**src/rtl/vote_collector_if.sv**
```systemverilog
// Bundle of the vote_collector data/handshake signals.
// The master side drives the raw buttons and round controls; the slave side (the collector)
// returns the frozen vote vector and round status.
interface vote_collector_if;
   logic [3:0] vote_raw;
   logic       start;
   logic       close;
   logic [3:0] vote_vec;
   logic       done;
   logic       busy;
   logic [2:0] voted_cnt;

   modport master (
      output vote_raw,
      output start,
      output close,
      input  vote_vec,
      input  done,
      input  busy,
      input  voted_cnt
   );

   modport slave (
      input  vote_raw,
      input  start,
      input  close,
      output vote_vec,
      output done,
      output busy,
      output voted_cnt
   );
endinterface

```
**src/rtl/vote_collector.sv**
```systemverilog
// vote_collector: debounces four raw voter buttons, runs one voting round per start request,
// latches who voted and presents a frozen 4-bit vote vector to the combinational voter stage.
// Optional feature: define VOTE_TIMEOUT_EN to auto-close a round after ROUND_CYCLES cycles
// in OPEN. Without it the round closes only on close or when all four voters have voted.
module vote_collector #(
   parameter int DEB_CYCLES   = 4,
   parameter int ROUND_CYCLES = 32
) (
   input logic             clk,
   input logic             rst_n,
   vote_collector_if.slave bus
);

   localparam int DCW = $clog2(DEB_CYCLES + 1);

   typedef enum logic [1:0] {
      IDLE = 2'b00,
      OPEN = 2'b01,
      DONE = 2'b10
   } state_t;

   // Reject parameter values that would break the debounce or round timer.
   if (DEB_CYCLES < 1 || ROUND_CYCLES < 2) begin : g_bad_params
      $error("vote_collector: DEB_CYCLES must be >= 1 and ROUND_CYCLES >= 2");
   end

   state_t                state_q, state_d;
   logic [3:0]            deb_q, deb_d;
   logic [3:0][DCW-1:0]   cnt_q, cnt_d;
   logic [3:0]            latch_q, latch_d;
   logic [3:0]            vote_vec_q, vote_vec_d;
   logic [2:0]            voted_cnt_q, voted_cnt_d;
   logic [3:0]            rise;
   logic                  timeout_hit;
   logic                  close_now;

`ifdef VOTE_TIMEOUT_EN
   localparam int TW = $clog2(ROUND_CYCLES);

   logic [TW-1:0] timer_q, timer_d;

   assign timeout_hit = (timer_q == TW'(ROUND_CYCLES - 1));

   // Round timer: cleared on round entry, counts every OPEN cycle until the round closes.
   always_comb begin
      timer_d = timer_q;
      if (state_q == IDLE && bus.start) begin
         timer_d = '0;
      end else if (state_q == OPEN && !close_now) begin
         timer_d = timer_q + 1'b1;
      end
   end

   // Round timer register.
   always_ff @(posedge clk or negedge rst_n) begin
      if (!rst_n) begin
         timer_q <= '0;
      end else begin
         timer_q <= timer_d;
      end
   end
`else
   assign timeout_hit = 1'b0;
`endif

   // Per-bit debounce: a bit flips only after DEB_CYCLES consecutive samples disagreeing with it.
   always_comb begin
      deb_d = deb_q;
      cnt_d = cnt_q;
      for (int i = 0; i < 4; i++) begin
         if (bus.vote_raw[i] != deb_q[i]) begin
            if (cnt_q[i] == DCW'(DEB_CYCLES - 1)) begin
               deb_d[i] = ~deb_q[i];
               cnt_d[i] = '0;
            end else begin
               cnt_d[i] = cnt_q[i] + 1'b1;
            end
         end else begin
            cnt_d[i] = '0;
         end
      end
      rise = deb_d & ~deb_q;
   end

   // Round FSM: open on start, collect rising edges, close on request, full vote or timeout.
   always_comb begin
      state_d     = state_q;
      latch_d     = latch_q;
      vote_vec_d  = vote_vec_q;
      voted_cnt_d = voted_cnt_q;
      close_now   = 1'b0;
      case (state_q)
         IDLE: begin
            if (bus.start) begin
               state_d     = OPEN;
               latch_d     = '0;
               voted_cnt_d = '0;
            end
         end
         OPEN: begin
            latch_d     = latch_q | rise;
            voted_cnt_d = {2'b00, latch_d[0]} + {2'b00, latch_d[1]}
                        + {2'b00, latch_d[2]} + {2'b00, latch_d[3]};
            close_now   = bus.close || (&latch_d) || timeout_hit;
            if (close_now) begin
               state_d    = DONE;
               vote_vec_d = latch_d;
            end
         end
         DONE: begin
            state_d = IDLE;
         end
         default: begin
            state_d = IDLE;
         end
      endcase
   end

   // State, debounce and vote registers; reset discards any round in progress.
   always_ff @(posedge clk or negedge rst_n) begin
      if (!rst_n) begin
         state_q     <= IDLE;
         deb_q       <= '0;
         cnt_q       <= '0;
         latch_q     <= '0;
         vote_vec_q  <= '0;
         voted_cnt_q <= '0;
      end else begin
         state_q     <= state_d;
         deb_q       <= deb_d;
         cnt_q       <= cnt_d;
         latch_q     <= latch_d;
         vote_vec_q  <= vote_vec_d;
         voted_cnt_q <= voted_cnt_d;
      end
   end

   assign bus.vote_vec  = vote_vec_q;
   assign bus.done      = (state_q == DONE);
   assign bus.busy      = (state_q == OPEN);
   assign bus.voted_cnt = voted_cnt_q;

endmodule
```
**src/flat_wrapper.sv**
```systemverilog
// flat-port wrapper written by rule: the top's interface ports become plain ports
module vote_collector_flat 
#(
   parameter int DEB_CYCLES   = 4,
   parameter int ROUND_CYCLES = 32
)
  (clk, rst_n, bus_vote_raw, bus_start, bus_close, bus_vote_vec, bus_done, bus_busy, bus_voted_cnt);
  vote_collector_if bus_i ();
  input logic clk;
  input logic rst_n;
  input wire logic [$bits(bus_i.vote_raw)-1:0] bus_vote_raw;
  input wire logic [$bits(bus_i.start)-1:0] bus_start;
  input wire logic [$bits(bus_i.close)-1:0] bus_close;
  output wire logic [$bits(bus_i.vote_vec)-1:0] bus_vote_vec;
  output wire logic [$bits(bus_i.done)-1:0] bus_done;
  output wire logic [$bits(bus_i.busy)-1:0] bus_busy;
  output wire logic [$bits(bus_i.voted_cnt)-1:0] bus_voted_cnt;
  assign bus_i.vote_raw = bus_vote_raw;
  assign bus_i.start = bus_start;
  assign bus_i.close = bus_close;
  assign bus_vote_vec = bus_i.vote_vec;
  assign bus_done = bus_i.done;
  assign bus_busy = bus_i.busy;
  assign bus_voted_cnt = bus_i.voted_cnt;
  vote_collector #(.DEB_CYCLES(DEB_CYCLES), .ROUND_CYCLES(ROUND_CYCLES)) u_core (.clk(clk), .rst_n(rst_n), .bus(bus_i));
endmodule
```
**config.mk**
```make
export PLATFORM = sky130hd
export DESIGN_NAME = vote_collector_flat
export DESIGN_NICKNAME = d
export VERILOG_FILES = /design/src/rtl/vote_collector_if.sv /design/src/rtl/vote_collector.sv /design/src/flat_wrapper.sv
export SDC_FILE = /design/constraint.sdc
export NUM_CORES = 1
export LEC_CHECK = 0
export CAP_MARGIN = 0
export CORE_MARGIN = 2
export CORE_UTILIZATION = 39
export DETAILED_ROUTE_END_ITERATION = 10
export HOLD_SLACK_MARGIN = 0.02
export PLACE_DENSITY_LB_ADDON = 0.3
export SKIP_CTS_REPAIR_TIMING = 1
export SYNTH_ARGS = -nofsm -noshare
export SYNTH_HDL_FRONTEND = slang
export SYNTH_SLANG_ARGS = --single-unit
export TNS_END_PERCENT = 100
```
**constraint.sdc**
```tcl
create_clock -name clk -period 2.4 [get_ports clk]
set_clock_uncertainty 0.05 [all_clocks]
set_input_delay 0.6 -clock clk [delete_from_list [all_inputs] [get_ports clk]]
set_output_delay 0.6 -clock clk [all_outputs]
set_load 0.005 [all_outputs]
```
==> results.md, run 1 <==
* GP Congestion at 0.691
* Max VDD drop at 0.393 mV
* Critical Path AT at 2.54 ns
* Place WS at -0.422 ns
* Critical path capture point type: flip-flop
* Worst-Skew Late Latency at 0.32 ns
* Worst slew margin at 75.6%
* Min-delay worst type: flip-flop to flip-flop
* Row cnt at 21
* Area of placed instances at 0.00164 mm^2
* HPWL after DPL at 1640 um
* Fmax at 421 MHz
* Layout area overhead at 30.0%
* Post-synth cell types at 30
* Worst reg2reg path depth at 8
* Synth Register Bits at 29
* R2r setup slk at 0.14 ns
* HP Start: u_core.cnt_q[6]$_DFF_PN0_
* WL/cell at 12.1 um
* Via count at 895
* Drt drc at 0
* Share of the synthesized area in the top cell type at 55.4%
* Die height at 61.9 um
* Setup ws final at 0.0248 ns
* Worst-path cell chain: clkdlybuf4s50_1 > nor2b_1 > a21oi_2 > inv_1 > ha_1 > fa_2 > ha_1 > a22o_1
* Worst path required time at 2.57 ns
* Final period util at 99.0%
* CTS clk-pin slew, worst paths at 0.08 ns
* Setup CP Type: input pin to flip-flop
* GRT Total Usage at 14.8%
* Initial Util at 39.8%
* RSZ-0062 raised after global routing: true
* Flop pwr share at 45.8%
* Area leader, netlist: dfrtp_1
* Vias per cell at 4.71
* Antenna Nets Post-Route at 0
* Setup violations, final at 0
* Min Clock Period, post-route at 2.38 ns
* Yosys warns at 0
* Syn Nets at 120
* Critical R2R Capture: u_core.bus.voted_cnt[1]$_DFFE_PN0P_
* GRT overflow at 0
* Pre-antenna DRT Iters at 4
* Num CTS Buffers at 5
* CTS max path bufs at 2
* Root Driver: clkbuf_4
* # fillers at 297
* # H-tree levels at 2
* Final WL at 2300 um
* WHS Endpoint: u_core.cnt_q[6]$_DFF_PN0_
* Status: finished clean
* Largest net degree at the start of global routing at 30
* Vias in the first global route at 900
* Post-route design area at 0.00170 mm^2
* Die W at 61.9 um
* Number of synthesized flops with an enable pin at 0
* First-pass GRT wire length at 3960 um
* Share of cells above drive strength 1 at 27.8%
* P_sw at 488 uW
* Fin. max-slew vios at 0
* Pwr Density at 912 mW/mm^2
* Final nets at 158
* Overall Power at 1.55 mW
* Total leakage power at 0.845 nW
* CP max FO at 3
* Iter 0 DRT Violations at 11
* Most common cell after layout, fill and taps aside: dfrtp_1
* Highest-count cells in the layout ignoring fill and taps: dfrtp_1, clkdlybuf4s50_1, buf_4, nor3b_1
* Synthesized area at 0.00131 mm^2
* Delay-heaviest family, CP: adder cells
* Multi-input logic area at 571 um^2
* Post-Synthesis Cells at 105
* Synth Flop Type: dfrtp_1
* Worst-Margin Slew at 0.366 ns
* Slowest-stage cell, CP: clkdlybuf4s50_1
* Core ar. at 0.00328 mm^2
* Comb power frac at 36.6%
* Power share of the clock group at 17.6%
* PortBufs at 16
* Hold Path Depth at 1
* Final hold viol count at 0
* Ys async rst share at 100%
* ANT cells at 0
* Worst hold slack at 0.395 ns
* Register area at 726 um^2
* Most frequent CP cell: ha_1
* R2R Path Start: u_core.cnt_q[0]$_DFF_PN0_
* Sw frac at 31.5%
* Synth area leaders: dfrtp_1, ha_1, nor3b_1
* Die area at 0.00384 mm^2
* CP bufs+invs at 2
* # clock sinks at 29
* Startpoint Class: input pin
* IO Pins at 17
* Int Pwr at 1.06 mW
* TritonCTS clock tree: built
* Register area share after synthesis at 55.4%
* MaxCap Viol Count at 0
* Initial antenna violation count at 0
* Avg Inst Size Synth at 12.5 um^2
* Max stage delay on crit path at 0.44 ns
-- power groups by stage --
stage	clock [mW]	sequential [mW]	combinational (mW)
4_1_cts	0.289	0.710	0.562
2_1_floorplan	0	0.701	0.355
5_1_grt	0.308	0.729	0.652
6_report	0.273	0.710	0.569
3_5_place_dp	0	0.719	0.557
3_3_place_gp	0	0.709	0.544
-- how the worst max path moves through the flow --
stage,from,slack [ns],cells past startpoint,to
after floorplan,bus_vote_raw[1],0.17,7,u_core.bus.voted_cnt[1]$_DFFE_PN0P_
after global routing,bus_vote_raw[0],-0.03,8,u_core.bus.voted_cnt[1]$_DFFE_PN0P_
after global placement,bus_vote_raw[0],-0.35,8,u_core.bus.voted_cnt[1]$_DFFE_PN0P_
final,bus_vote_raw[0],0.02,8,u_core.bus.voted_cnt[1]$_DFFE_PN0P_
after CTS,bus_vote_raw[0],-0.05,8,u_core.bus.voted_cnt[1]$_DFFE_PN0P_
after detailed placement,bus_vote_raw[0],-0.42,8,u_core.bus.voted_cnt[1]$_DFFE_PN0P_
-- routing by layer --
| layer | part of all wire, % | track usage, % |
|---|---|---|
| met1 | 47 | 18.5 |
| met2 | 45 | 21.7 |
| met3 | 5.3 | 7.04 |
| met4 | 2.2 | 7.29 |
| met5 | 0 | 0 |
-- registers in the layout, indices dropped and copies added, names as in the netlist --
signal and flops:
u_core.bus.voted_cnt 3, u_core.cnt_q 12, u_core.state_q 2, u_core.deb_q 4, u_core.latch_q 4, u_core.bus.vote_vec 4
-- kinds of logic (layout without fill, tap and decap cells) --
| group | Yosys count | count (layout) | synth area share (%) |
|---|---|---|---|
| buffers and inverters | 6 | 45 | 1.82 |
| AOI/OAI and AO/OA | 16 | 16 | 8.89 |
| xor gates and xnor gates | 4 | 4 | 2.68 |
| and+or+nand+nor | 37 | 37 | 18.2 |
| muxes | 6 | 6 | 5.74 |
| DFF | 29 | 29 | 55.4 |
| adders and majority gates | 7 | 7 | 7.27 |
-- cells in the mapped netlist (all sizes together), types with 2 or more instances --
library cell	instances
inv	5
and2b	2
nor3b	8
nand2	3
nor3	4
nor2	7
and4bb	2
nor2b	6
nand2b	2
xnor2	4
mux2	6
or2	3
dfrtp	29
a21oi	7
a22o	4
ha	6
-- final cells by class --
| type | count | share of cell area [%] |
|---|---|---|
| inverter | 5 | 1.10 |
| clock buffer | 8 | 2.87 |
| timing repair buffer | 32 | 16.5 |
| tap | 46 | 3.38 |
| sequential | 29 | 42.6 |
| multi-input combinational | 70 | 33.5 |
-- per-stage QoR --
stage          cells  TNS (ns)  utilization (%)
6_report         190         0             51.8
5_1_grt          190   -0.0440             51.8
4_1_cts          190   -0.0481             51.5
3_5_place_dp     182     -1.89             50.0
3_3_place_gp     182     -1.59             50.0
2_1_floorplan    105         0                -
No activity file was read; power rests on OpenSTA's default activity.
==> run 2: changes to the inputs <==
clock period = 2.8 ns   (was 2.4 ns; I/O delays follow)
==> results.md, run 2 (synthesis results as in run 1) <==
* Min Clock Period, post-route at 2.51 ns
* Final nets at 148
* Row cnt at 21
* CP bufs+invs at 2
* Drt drc at 0
* WL/cell at 12.3 um
* Startpoint Class: input pin
* GP Congestion at 0.722
* Place WS at -0.0814 ns
* Met2 wire len at 1050 um
* Critical path capture point type: flip-flop
* MaxCap Viol Count at 0
* Share of cells above drive strength 1 at 21.6%
* IO Pins at 17
* Area of placed instances at 0.00157 mm^2
* Placed insts at 172
* Top sig layer: met4
* Max stage delay on crit path at 0.44 ns
* Vias in the first global route at 916
* Num CTS Buffers at 5
* Status: finished clean
* Post-Route Utilization at 49.3%
* Min-delay worst type: flip-flop to flip-flop
* CTS max path bufs at 2
* Slowest-stage cell, CP: clkdlybuf4s50_1
* Die height at 61.9 um
* Highest-count cells in the layout ignoring fill and taps: dfrtp_1, clkdlybuf4s50_1, nor3b_1, a21oi_1
* Iter 0 DRT Violations at 23
* Initial antenna violation count at 0
* RSZ-0062 raised after global routing: false
* Delay-heaviest family, CP: adder cells
* Setup CP Type: input pin to flip-flop
* Setup ws final at 0.292 ns
* First-pass GRT wire length at 4060 um
* Max reg flops at 12
* # H-tree levels at 2
* Worst path required time at 2.97 ns
* Met3 WL at 102 um
* Fmax at 399 MHz
* Setup TNS Final at 0 ns
* Worst-path cell chain: clkdlybuf4s50_1 > nor2b_1 > a21oi_1 > inv_1 > ha_1 > fa_1 > ha_1 > a22o_1
* Largest Register: u_core.cnt_q
* Worst slew margin at 75.4%
* Largest net degree at the start of global routing at 30
* Most common cell after layout, fill and taps aside: dfrtp_1
* Final WL at 2220 um
* Met1 WL at 1030 um
* Most frequent CP cell: ha_1
* Max VDD drop at 0.306 mV
* # fillers at 319
* Worst-Skew Late Latency at 0.32 ns
* ANT cells at 0
* CTS clk-pin slew, worst paths at 0.09 ns
* Critical Path AT at 2.68 ns
* Via count at 875
* # clock sinks at 29
* Final hold viol count at 0
* Layout area overhead at 23.6%
* Die area at 0.00384 mm^2
* GRT overflow at 0
* Root Driver: clkbuf_4
* Fin. max-slew vios at 0
* GRT Total Usage at 15.1%
* Worst hold slack at 0.395 ns
* HPWL after DPL at 1640 um
* Total leakage power at 0.800 nW
* Post-Layout Cell Count at 180
* TritonCTS clock tree: built
* PortBufs at 16
* Antenna Nets Post-Route at 0
* Pwr Density at 798 mW/mm^2
* Vias per cell at 4.86
* Worst-Margin Slew at 0.369 ns
* Pre-antenna DRT Iters at 4
* Die W at 61.9 um
* Final period util at 89.6%
* Core ar. at 0.00328 mm^2
* CP max FO at 3
* Post-route design area at 0.00162 mm^2
* Initial Util at 39.8%
* Overall Power at 1.29 mW
* Setup violations, final at 0
[run 2: final cells by class]
| class | count | area (um^2) | share of cell area, % |
|---|---|---|---|
| clock buffer | 6 | 41.3 | 2.55 |
| clock inverter | 2 | 10.0 | 0.619 |
| inverter | 5 | 18.8 | 1.16 |
| multi-input combinational | 70 | 559 | 34.6 |
| sequential | 29 | 726 | 44.9 |
| tap | 46 | 57.6 | 3.56 |
| timing repair buffer | 22 | 205 | 12.7 |
[run 2: where the power goes]
part           switching (mW)  leakage, nW  internal (mW)
sequential             0.0736        0.384          0.533
combinational           0.200        0.383          0.249
clock                   0.139       0.0320         0.0954
total                   0.413        0.800          0.878
[run 2: per-layer routing]
layer,GRT usage [%],up-vias
met3,7.04,5
met4,6.08,0
met1,18.1,432
met2,23.6,19
li1,-,419
met5,0,-
[run 2: worst paths after layout]
check	slack, ns	end	startpoint	depth (start not counted)
max	0.29	u_core.bus.voted_cnt[1]$_DFFE_PN0P_	bus_vote_raw[0]	8
min	0.40	u_core.cnt_q[0]$_DFF_PN0_	u_core.cnt_q[0]$_DFF_PN0_	1
max reg2reg	0.44	u_core.bus.voted_cnt[1]$_DFFE_PN0P_	u_core.cnt_q[3]$_DFF_PN0_	8
min reg2reg	0.40	u_core.cnt_q[0]$_DFF_PN0_	u_core.cnt_q[0]$_DFF_PN0_	1
max in group asynchronous	1.72	u_core.cnt_q[10]$_DFF_PN0_	rst_n	2
min in group asynchronous	0.70	u_core.deb_q[2]$_DFF_PN0_	rst_n	2
